### src/rtl/mips_multicycle_core.sv
// Multicycle MIPS32-subset core on a single-ported req/ready unified memory.
// Define MIPS_MUL_EN to add SPECIAL2 mul (op 6'h1C, funct 6'h02) via a 32-cycle shift-add unit.
module mips_multicycle_core #(
  parameter logic [31:0] RESET_PC   = 32'h0000_0000,
  parameter int          MEM_ADDR_W = 32,
  parameter int          TEST_REG   = 8
) (
  input  logic                  Clk,
  input  logic                  Reset,
  output logic                  MemReq,
  output logic                  MemWe,
  output logic [MEM_ADDR_W-1:0] MemAddr,
  output logic [31:0]           MemWData,
  input  logic [31:0]           MemRData,
  input  logic                  MemReady,
  output logic [31:0]           TestReg,
  output logic                  Halted,
  output logic                  InstrRetired
);

  localparam logic [4:0] TEST_IDX = 5'(TEST_REG);

  typedef enum logic [2:0] {
    S_IDLE, S_FETCH, S_DECODE, S_EXEC, S_MEM, S_WB, S_HALT, S_MUL
  } state_t;

  state_t      state_q, state_d;
  logic [31:0] pc_q, pc_d, ir_q, ir_d;
  logic [31:0] a_q, a_d, b_q, b_d, tgt_q, tgt_d, alu_q, alu_d, mdr_q, mdr_d;
  logic [31:0] regs_q [32];
  logic        reg_we;
  logic [4:0]  reg_wa;
  logic [31:0] reg_wd;
`ifdef MIPS_MUL_EN
  logic [31:0] mcand_q, mcand_d, mplier_q, mplier_d, prod_q, prod_d;
  logic [4:0]  cnt_q, cnt_d;
`endif

  logic [5:0]  op, funct;
  logic [4:0]  rs, rt, rd, shamt;
  logic [31:0] sext_imm, alu_res;
  logic signed [31:0] a_s, b_s;
  logic        is_r, is_rop, is_jr, is_addi, is_lw, is_sw, is_beq, is_bne, is_j, is_jal, is_mul;
  logic        legal, br_taken;

  assign op       = ir_q[31:26];
  assign rs       = ir_q[25:21];
  assign rt       = ir_q[20:16];
  assign rd       = ir_q[15:11];
  assign shamt    = ir_q[10:6];
  assign funct    = ir_q[5:0];
  assign sext_imm = {{16{ir_q[15]}}, ir_q[15:0]};
  assign a_s      = a_q;
  assign b_s      = b_q;

  always_comb begin
    is_r   = (op == 6'h00);
    is_rop = 1'b0;
    if (is_r) begin
      case (funct)
        6'h20, 6'h22, 6'h24, 6'h25, 6'h2A, 6'h00, 6'h02: is_rop = 1'b1;
        default: is_rop = 1'b0;
      endcase
    end
    is_jr   = is_r && (funct == 6'h08);
    is_addi = (op == 6'h08);
    is_lw   = (op == 6'h23);
    is_sw   = (op == 6'h2B);
    is_beq  = (op == 6'h04);
    is_bne  = (op == 6'h05);
    is_j    = (op == 6'h02);
    is_jal  = (op == 6'h03);
`ifdef MIPS_MUL_EN
    is_mul  = (op == 6'h1C) && (funct == 6'h02);
`else
    is_mul  = 1'b0;
`endif
    legal = is_rop | is_jr | is_addi | is_lw | is_sw | is_beq | is_bne | is_j | is_jal | is_mul;
    br_taken = (is_beq && (a_q == b_q)) || (is_bne && (a_q != b_q));
  end

  // Shared ALU: immediate add doubles as load/store address generation
  always_comb begin
    alu_res = a_q + sext_imm;
    if (is_r) begin
      case (funct)
        6'h20:   alu_res = a_q + b_q;
        6'h22:   alu_res = a_q - b_q;
        6'h24:   alu_res = a_q & b_q;
        6'h25:   alu_res = a_q | b_q;
        6'h2A:   alu_res = {31'b0, a_s < b_s};
        6'h00:   alu_res = b_q << shamt;
        6'h02:   alu_res = b_q >> shamt;
        default: alu_res = a_q + b_q;
      endcase
    end
  end

  always_comb begin
    state_d      = state_q;
    pc_d         = pc_q;
    ir_d         = ir_q;
    a_d          = a_q;
    b_d          = b_q;
    tgt_d        = tgt_q;
    alu_d        = alu_q;
    mdr_d        = mdr_q;
    reg_we       = 1'b0;
    reg_wa       = 5'd0;
    reg_wd       = 32'd0;
    MemReq       = 1'b0;
    MemWe        = 1'b0;
    InstrRetired = 1'b0;
`ifdef MIPS_MUL_EN
    mcand_d      = mcand_q;
    mplier_d     = mplier_q;
    prod_d       = prod_q;
    cnt_d        = cnt_q;
`endif
    case (state_q)
      S_IDLE: state_d = S_FETCH;
      S_FETCH: begin
        MemReq = 1'b1;
        if (MemReady) begin
          ir_d    = MemRData;
          pc_d    = pc_q + 32'd4;
          state_d = S_DECODE;
        end
      end
      S_DECODE: begin
        a_d     = regs_q[rs];
        b_d     = regs_q[rt];
        tgt_d   = pc_q + (sext_imm << 2);
        state_d = legal ? S_EXEC : S_HALT;
      end
      S_EXEC: begin
        if (is_rop || is_addi) begin
          alu_d   = alu_res;
          state_d = S_WB;
        end else if (is_lw || is_sw) begin
          alu_d   = alu_res;
          state_d = (alu_res[1:0] != 2'b00) ? S_HALT : S_MEM;
        end else if (is_beq || is_bne) begin
          if (br_taken) pc_d = tgt_q;
          InstrRetired = 1'b1;
          state_d      = S_FETCH;
        end else if (is_j || is_jal) begin
          pc_d         = {pc_q[31:28], ir_q[25:0], 2'b00};
          reg_we       = is_jal;
          reg_wa       = 5'd31;
          reg_wd       = pc_q;
          InstrRetired = 1'b1;
          state_d      = S_FETCH;
        end else if (is_jr) begin
          pc_d         = a_q;
          InstrRetired = 1'b1;
          state_d      = S_FETCH;
`ifdef MIPS_MUL_EN
        end else if (is_mul) begin
          mcand_d  = a_q;
          mplier_d = b_q;
          prod_d   = 32'd0;
          cnt_d    = 5'd0;
          state_d  = S_MUL;
`endif
        end else begin
          state_d = S_HALT;
        end
      end
      S_MEM: begin
        MemReq = 1'b1;
        MemWe  = is_sw;
        if (MemReady) begin
          if (is_sw) begin
            InstrRetired = 1'b1;
            state_d      = S_FETCH;
          end else begin
            mdr_d   = MemRData;
            state_d = S_WB;
          end
        end
      end
      S_WB: begin
        reg_we       = 1'b1;
        reg_wa       = (is_rop || is_mul) ? rd : rt;
        reg_wd       = is_lw ? mdr_q : alu_q;
        InstrRetired = 1'b1;
        state_d      = S_FETCH;
      end
`ifdef MIPS_MUL_EN
      // One multiplier bit per cycle; only the low 32 product bits are kept
      S_MUL: begin
        prod_d   = mplier_q[0] ? (prod_q + mcand_q) : prod_q;
        mcand_d  = mcand_q << 1;
        mplier_d = mplier_q >> 1;
        cnt_d    = cnt_q + 5'd1;
        if (cnt_q == 5'd31) begin
          alu_d   = prod_d;
          state_d = S_WB;
        end
      end
`endif
      S_HALT:  state_d = S_HALT;
      default: state_d = S_HALT;
    endcase
  end

  always_ff @(posedge Clk or negedge Reset) begin
    if (!Reset) begin
      state_q <= S_IDLE;
      pc_q    <= RESET_PC;
      ir_q    <= 32'd0;
      for (int i = 0; i < 32; i++) regs_q[i] <= 32'd0;
`ifdef MIPS_MUL_EN
      mcand_q  <= 32'd0;
      mplier_q <= 32'd0;
      prod_q   <= 32'd0;
      cnt_q    <= 5'd0;
`endif
    end else begin
      state_q <= state_d;
      pc_q    <= pc_d;
      ir_q    <= ir_d;
      if (reg_we && (reg_wa != 5'd0)) regs_q[reg_wa] <= reg_wd;
`ifdef MIPS_MUL_EN
      mcand_q  <= mcand_d;
      mplier_q <= mplier_d;
      prod_q   <= prod_d;
      cnt_q    <= cnt_d;
`endif
    end
  end

  // Operand and result latches carry no architectural state, so they skip reset
  always_ff @(posedge Clk) begin
    a_q   <= a_d;
    b_q   <= b_d;
    tgt_q <= tgt_d;
    alu_q <= alu_d;
    mdr_q <= mdr_d;
  end

  assign MemAddr  = (state_q == S_FETCH) ? pc_q[MEM_ADDR_W-1:0] : alu_q[MEM_ADDR_W-1:0];
  assign MemWData = b_q;
  assign TestReg  = regs_q[TEST_IDX];
  assign Halted   = (state_q == S_HALT);

endmodule
### config.mk
export PLATFORM = sky130hd
export DESIGN_NAME = mips_multicycle_core
export DESIGN_NICKNAME = d
export VERILOG_FILES = /design/src/rtl/mips_multicycle_core.sv
export SDC_FILE = /design/constraint.sdc
export NUM_CORES = 2
export LEC_CHECK = 0
export BUFFER_PORTS_ARGS = -buffer_cell sky130_fd_sc_hd__buf_2
export CELL_PAD_IN_SITES_DETAIL_PLACEMENT = 2
export CELL_PAD_IN_SITES_GLOBAL_PLACEMENT = 2
export CORE_MARGIN = 2
export CORE_UTILIZATION = 40
export CTS_CLUSTER_DIAMETER = 100
export DETAILED_ROUTE_END_ITERATION = 16
export PLACE_DENSITY_LB_ADDON = 0.1
export REMOVE_ABC_BUFFERS = 1
export SLEW_MARGIN = 25
export SYNTH_ARGS = -nofsm -noshare
export SYNTH_HDL_FRONTEND = slang
export SYNTH_SLANG_ARGS = --single-unit
### constraint.sdc
create_clock -name Clk -period 7.9 [get_ports Clk]
set_input_delay 1.185 -clock Clk [delete_from_list [all_inputs] [get_ports Clk]]
set_output_delay 1.185 -clock Clk [all_outputs]
set_load 0.02 [all_outputs]
# Word-level counts from Yosys, hierarchy flattened
# Cells that the tools add are included.
# classes
add_sub_neg	5
n_lt_le_gt_ge	5
n_eq_ne	30
shift	2
muxes	62
n_bitwise	14
reduce_logical	26
# op_table
op	count
bitwise mux 1024 bit	1
two-way mux 32 bit	21
binary-select mux 32 bit (select 5 bit)	2
one-hot mux 32 bit (6 select lines)	1
demux 32 bit (select 5 bit)	1
one-hot mux 32 bit (2 select lines)	2
adder 32 bit	3
== test 6 bit (second input constant)	7
adder 32 x 3 -> 32 bit (second input constant)	1
bitwise AND 32 bit	1
== test 32 bit	1
< comparator 32 bit	1
!= test 32 bit	1
bitwise OR 32 bit	1
left shift 32 x 5 -> 32 bit	1
>> shifter 32 x 5 -> 32 bit	1
subtractor 32 bit	1
two-way mux 3 bit	9
two-way mux 5 bit	5
== test 6 x 2 -> 1 bit (second input constant)	3
>= comparator 6 bit (second input constant)	3
inverter 5 -> 6 bit	3
two-way mux 1 bit	15
one-hot mux 3 bit (5 select lines)	1
other kinds (27)	58
# word_totals
ff_bits	1251
input_bits	35
output_inout_bits	100
word_cells	185

# Logic depth before layout (Yosys ltp)
# depth
word_depth	14
ltp_mapped	15
mapped_depth_nobuf	14

# Worst setup path before layout
# No wires, ideal clock.
# synth_path
path_kind	register to register
startpoint	register state_q[2]
endpoint	register b_q[0], in the netlist MemWData[0], enable pin
setup_time_ns	0.551
t_arrival_ns	4.709
required_ns	7.349
setup_slack_ns	2.640
stages_incl_launch_ff	4
n_path_buf	1
period_less_slack_ns	5.260
cell_sequence	dfrtp_1 clkbuf_1 nand2b_1 nor2_1
# synth_via
elab_chain_len	1
# synth_rtl
item	line_no	rtl
start: declaration	27	state_t state_q, state_d;
start signal: assignment	221	state_q <= state_d;
== test 3 x 2 -> 1 bit	120	case (state_q)
end signal: assignment	237	b_q <= b_d;
end: declaration	29	logic [31:0] a_q, a_d, b_q, b_d, tgt_q, tgt_d, alu_q, alu_d, mdr_q, mdr_d;
# Every way passes these cells.
# A chain may end at the register's enable or synchronous reset.

# Final worst setup path
# layout_path
startpoint	register ir_q[5]
endpoint	register regs_q[152] in the netlist's numbering
# layout_via
elab_chain_len	13
elab_cells_between_ends	27
cone_classes	order compare: 2; eq/ne: 6; mux: 12; bitwise: 1; reduce/logical: 6
# layout_rtl
item	line_no	rtl
start: declaration	28	logic [31:0] pc_q, pc_d, ir_q, ir_d;
start signal: assignment	223	ir_q <= ir_d;
== test 6 x 2 -> 1 bit (tied with other cells)	60	case (funct)
OR reduction 7 bit (*)	60	
two-way mux 1 bit (*)	60	
two-way mux 1 bit (*)	59	if (is_r) begin
logical OR 1 bit	137	if (is_rop || is_addi) begin
two-way mux 5 bit	137	
one-hot mux 5 bit (2 select lines)	120	
inverter 5 -> 6 bit (not written as such)	224	if (reg_we && (reg_wa != 5'd0)) regs_q[reg_wa] <= reg_wd;
>= comparator 6 bit (not written as such) or < comparator 6 x 1 -> 1 bit (tied branches)	224	
logical AND 1 bit (not written as such)	224	
two-way mux 32 bit (not written as such)	224	
demux 32 bit (select 5 bit)	224	
bitwise mux 1024 bit	224	
end signal: indexed assignment	224	
end: declaration	30	logic [31:0] regs_q [32];
# Every way passes the cells marked *; elsewhere a longest branch is shown, timed or not.

==> impl_metrics.prom <==
# TYPE chip_impl_metric gauge
chip_impl_metric{name="postSynthCellCount",unit=""} 6799
chip_impl_metric{name="global_route.overflow_total",unit=""} 0
chip_impl_metric{name="critical_path_peak_fanout",unit=""} 52
chip_impl_metric{name="firstDrtPassIters",unit=""} 5
chip_impl_metric{name="clkSlewWorstSetupHoldPaths",unit="ns"} 0.06
chip_impl_metric{name="ys_seq_elements",unit=""} 1251
chip_impl_metric{name="drive_gt1_share",unit="%"} 22.0
chip_impl_metric{name="path_buf_inv",unit=""} 1
chip_impl_metric{name="area_delta_synth_final",unit="%"} 10.9
chip_impl_metric{name="fp.dieArea",unit="sq mm"} 0.187
chip_impl_metric{name="wl_per_cell",unit="um"} 34.2
chip_impl_metric{name="worstPathRequired",unit="ns"} 8.62
chip_impl_metric{name="hold_buffers",unit=""} 0
chip_impl_metric{name="num_vias",unit=""} 59200
chip_impl_info{name="worstSetupStartpointType",value="register"} 1
chip_impl_info{name="synthFlopType",value="sky130_fd_sc_hd__dfrtp_1"} 1
chip_impl_metric{name="detail_route.vias_per_cell",unit=""} 6.50
chip_impl_metric{name="mappedNetlistArea",unit="sq mm"} 0.0732
chip_impl_metric{name="drc_errors",unit=""} 0
chip_impl_metric{name="synth_enable_flop_cells",unit=""} 160
chip_impl_metric{name="post_synth_num_cell_types",unit=""} 87
chip_impl_info{name="status",value="complete, no violations"} 1
chip_impl_metric{name="die-height",unit="um"} 432
chip_impl_metric{name="numCtsBuffers",unit=""} 147
chip_impl_metric{name="timing.critical_path.slowest_cell_delay",unit="ns"} 0.85
chip_impl_metric{name="grt_use_total",unit="%"} 33.5
chip_impl_metric{name="finalWirelength",unit="um"} 311000
chip_impl_info{name="worst_path_max_delay_cell",value="sky130_fd_sc_hd__buf_4"} 1
chip_impl_metric{name="arrival_time_at_the_worst_endpoint",unit="ns"} 6.11
chip_impl_metric{name="buffer_levels_on_the_longest_clock_path",unit=""} 3
chip_impl_metric{name="layout_min_cycle_time",unit="ns"} 5.40
chip_impl_info{name="worst-setup-path-type",value="register to register"} 1
chip_impl_metric{name="max_cap_viol_count",unit=""} 0
chip_impl_info{name="ctsRootBufferMaster",value="sky130_fd_sc_hd__clkbuf_16"} 1
chip_impl_metric{name="die_w",unit="um"} 432
chip_impl_metric{name="slew_headroom",unit="%"} 24.5
chip_impl_metric{name="antenna_found_initial",unit=""} 20
chip_impl_metric{name="place.detailed.hpwl",unit="um"} 205000
chip_impl_metric{name="synth_warnings",unit=""} 0
chip_impl_metric{name="design_power_total",unit="W"} 0.0266
chip_impl_metric{name="vias_in_the_first_global_route",unit=""} 63800
chip_impl_metric{name="initial_core_util",unit="%"} 40.1
chip_impl_metric{name="cell_rows",unit=""} 157
chip_impl_metric{name="fin_worst_skew",unit="ns"} 0.0499
chip_impl_metric{name="clock_tree.htree_level_count",unit=""} 4
chip_impl_info{name="rsz0062_at_grt",value="false"} 1
chip_impl_metric{name="tcrit_tclk_final",unit="%"} 68.3
chip_impl_metric{name="async_reset_ff_share",unit="%"} 87.2
chip_impl_metric{name="final_net_count",unit=""} 6794
chip_impl_metric{name="total_leakage_power",unit="nW"} 33.5
chip_impl_metric{name="worst-slew-pin-transition",unit="ns"} 1.12
chip_impl_metric{name="grt_max_degree",unit=""} 160
chip_impl_metric{name="drv_slew",unit=""} 0
chip_impl_info{name="worst_path_dominant_cell_family",value="simple AND/OR/NAND/NOR gates"} 1
chip_impl_metric{name="post-route-worst-setup-slack",unit="ns"} 2.50
chip_impl_info{name="cp_cell_sequence",value="nand4bb_1, o31a_1, nor3_4, mux2i_1, and3_1, nand3_1, nor2_4, buf_4, nor2_1, a21oi_1"} 1
chip_impl_metric{name="cellPowerDensity",unit="mW/mm^2"} 327
chip_impl_info{name="cts_tree",value="done"} 1
chip_impl_metric{name="grt_first_pass_wirelength",unit="um"} 459000
chip_impl_metric{name="setup-violations-final",unit=""} 0
chip_impl_info{name="timing.hold.worst.class",value="primary input to asynchronous set/reset pin"} 1
chip_impl_metric{name="drt_iter0_drc",unit=""} 5375
chip_impl_metric{name="hold_violations",unit=""} 0
chip_impl_metric{name="port-buffer-count",unit=""} 134
chip_impl_metric{name="fin_setup_tns",unit="ns"} 0
chip_impl_metric{name="floorplan.core_area",unit="sq mm"} 0.182
chip_impl_metric{name="sequential_to_total_area_share_from_yosys_stat",unit="%"} 43.8
chip_impl_metric{name="place_congestion",unit=""} 0.928
chip_impl_metric{name="mean_post_synth_cell_area",unit="sq um"} 10.8
chip_impl_info{name="endpoint_kind_of_the_worst_setup_timing_path",value="register"} 1
chip_impl_metric{name="drtAntennaViolNets",unit=""} 0
chip_impl_metric{name="pre_cts_setup_slack",unit="ns"} 2.55
chip_impl_metric{name="cts.sink_count",unit=""} 1251
chip_impl_metric{name="clk_latency",unit="ns"} 0.83
chip_impl_metric{name="fmaxAchievable",unit="MHz"} 185
chip_impl_metric{name="cts_post_setup_buffers_inserted",unit=""} 0
chip_impl_metric{name="io_pins",unit=""} 135
chip_impl_metric{name="irDropWorstVdd",unit="V"} 0.000268
chip_impl_metric{name="cells_resized_by_post_cts_repair",unit=""} 0
[layout make-up]
type | instances | area, sq um
inverters | 127 | 477
repair buffers | 311 | 2320
clock inverters | 60 | 647
flip-flops and latches | 1251 | 32200
multi-input cells | 4760 | 38400
clock buffers | 209 | 4250
fillers | 18400 | 101000
diodes | 5 | 12.5
well taps | 2385 | 2980
[synthesized netlist by cell type (34+ instances only)]
cell type	n	area share (%)
sky130_fd_sc_hd__nor3_1	40	0.27
sky130_fd_sc_hd__a21oi_1	825	5.6
sky130_fd_sc_hd__inv_1	126	0.65
sky130_fd_sc_hd__a211oi_1	41	0.42
sky130_fd_sc_hd__dfrtp_1	1091	37
sky130_fd_sc_hd__ha_1	157	2.7
sky130_fd_sc_hd__edfxtp_1	160	6.6
sky130_fd_sc_hd__buf_4	34	0.35
sky130_fd_sc_hd__o21ai_1	118	0.81
sky130_fd_sc_hd__a21o_1	42	0.43
sky130_fd_sc_hd__o21ai_0	513	3.5
sky130_fd_sc_hd__nand3_1	63	0.43
sky130_fd_sc_hd__buf_2	91	0.62
sky130_fd_sc_hd__nand2_1	752	3.9
sky130_fd_sc_hd__mux4_2	673	21
sky130_fd_sc_hd__mux2_2	137	2.1
sky130_fd_sc_hd__buf_1	70	0.36
sky130_fd_sc_hd__xnor2_1	43	0.51
sky130_fd_sc_hd__o22ai_1	35	0.30
sky130_fd_sc_hd__clkbuf_1	466	2.4
sky130_fd_sc_hd__mux2i_1	73	1.0
sky130_fd_sc_hd__nor2_1	773	4.0
[metrics by stage]
stage / instance area, sq um / utilization, % / std cells / hold WS (ns)
CTS: 81100 / 44.5 / 9100 / 0.380
global route: 81200 / 44.5 / 9103 / 0.402
detailed placement: 76200 / 41.8 / 8831 / 0.384
finish: 81200 / 44.5 / 9108 / 0.367
floorplan: 70500 / - / 6138 / 0.365
global placement: 76100 / 41.7 / 8827 / 0.376
[report_power, final]
part / internal (W) / switching (W) / total [W]
Sequential: 0.00715 / 0.00119 / 0.00834
Clock: 0.00401 / 0.00303 / 0.00704
Combinational: 0.00411 / 0.00708 / 0.0112
Total: 0.0153 / 0.0113 / 0.0266
[logic make-up (layout without fill, tap and decap cells)]
| logic type | after synthesis | count (layout) | synth area share, % |
|---|---|---|---|
| other | 0 | 5 | 0 |
| buffers and inverters | 788 | 707 | 4.37 |
| adders and majority gates | 161 | 161 | 2.79 |
| AOI/OAI and AO/OA | 1847 | 1847 | 14.2 |
| xor gates and xnor gates | 61 | 61 | 0.729 |
| and+or+nand+nor | 1808 | 1808 | 10.3 |
| muxes | 883 | 883 | 23.8 |
| DFF | 1251 | 1251 | 43.8 |
[placed cells by master (no fill, tap or decap), types with 21 or more instances in the layout]
cell type,n
sky130_fd_sc_hd__nand3_1,53
sky130_fd_sc_hd__a31oi_1,27
sky130_fd_sc_hd__o211ai_1,31
sky130_fd_sc_hd__o21ai_0,513
sky130_fd_sc_hd__buf_2,133
sky130_fd_sc_hd__buf_4,152
sky130_fd_sc_hd__xnor2_1,43
sky130_fd_sc_hd__a21o_1,42
sky130_fd_sc_hd__nor2_1,764
sky130_fd_sc_hd__nand2b_1,31
sky130_fd_sc_hd__ha_1,157
sky130_fd_sc_hd__a21oi_1,790
sky130_fd_sc_hd__o21ai_1,117
sky130_fd_sc_hd__mux2_2,137
sky130_fd_sc_hd__clkbuf_1,30
sky130_fd_sc_hd__nor3_1,39
sky130_fd_sc_hd__a21oi_2,26
sky130_fd_sc_hd__inv_1,126
sky130_fd_sc_hd__mux4_2,673
sky130_fd_sc_hd__a211oi_1,41
sky130_fd_sc_hd__edfxtp_1,160
sky130_fd_sc_hd__o22ai_1,35
sky130_fd_sc_hd__clkbuf_16,149
sky130_fd_sc_hd__dfrtp_1,1075
sky130_fd_sc_hd__mux2i_1,73
sky130_fd_sc_hd__or3_1,21
sky130_fd_sc_hd__nand2_1,751
sky130_fd_sc_hd__clkinv_2,31
sky130_fd_sc_hd__clkbuf_8,30
[sequential cells by signal (all words and copies together), names as in the netlist]
register and count:
MemWData 32, TestReg 32, a_q 32, alu_q 32, ir_q 32, mdr_q 32
pc_q 32, regs_q 992, state_q 3, tgt_q 32
[per-layer routing]
| layer | track usage (%) | vias to the layer above | part of all wire (%) |
|---|---|---|---|
| met4 | 12.6 | 8 | 4.1 |
| met1 | 46.6 | 32200 | 43 |
| li1 | - | 24600 | - |
| met2 | 53.2 | 1853 | 47 |
| met5 | 0 | - | 0.018 |
| met3 | 4.97 | 525 | 5.8 |
[final timing paths]
path,start,end,slack [ns],cells after the start
setup reg to reg,ir_q[5],regs_q[152],2.50,10
setup / recovery,ir_q[5],regs_q[152],2.50,10
hold reg to reg,regs_q[1003],regs_q[1003],0.40,0
max in group asynchronous,Reset,TestReg[12],5.61,3
hold / removal,Reset,regs_q[455],0.37,1
min in group Clk,regs_q[1003],regs_q[1003],0.40,0
(Power assumes the default switching activity.)
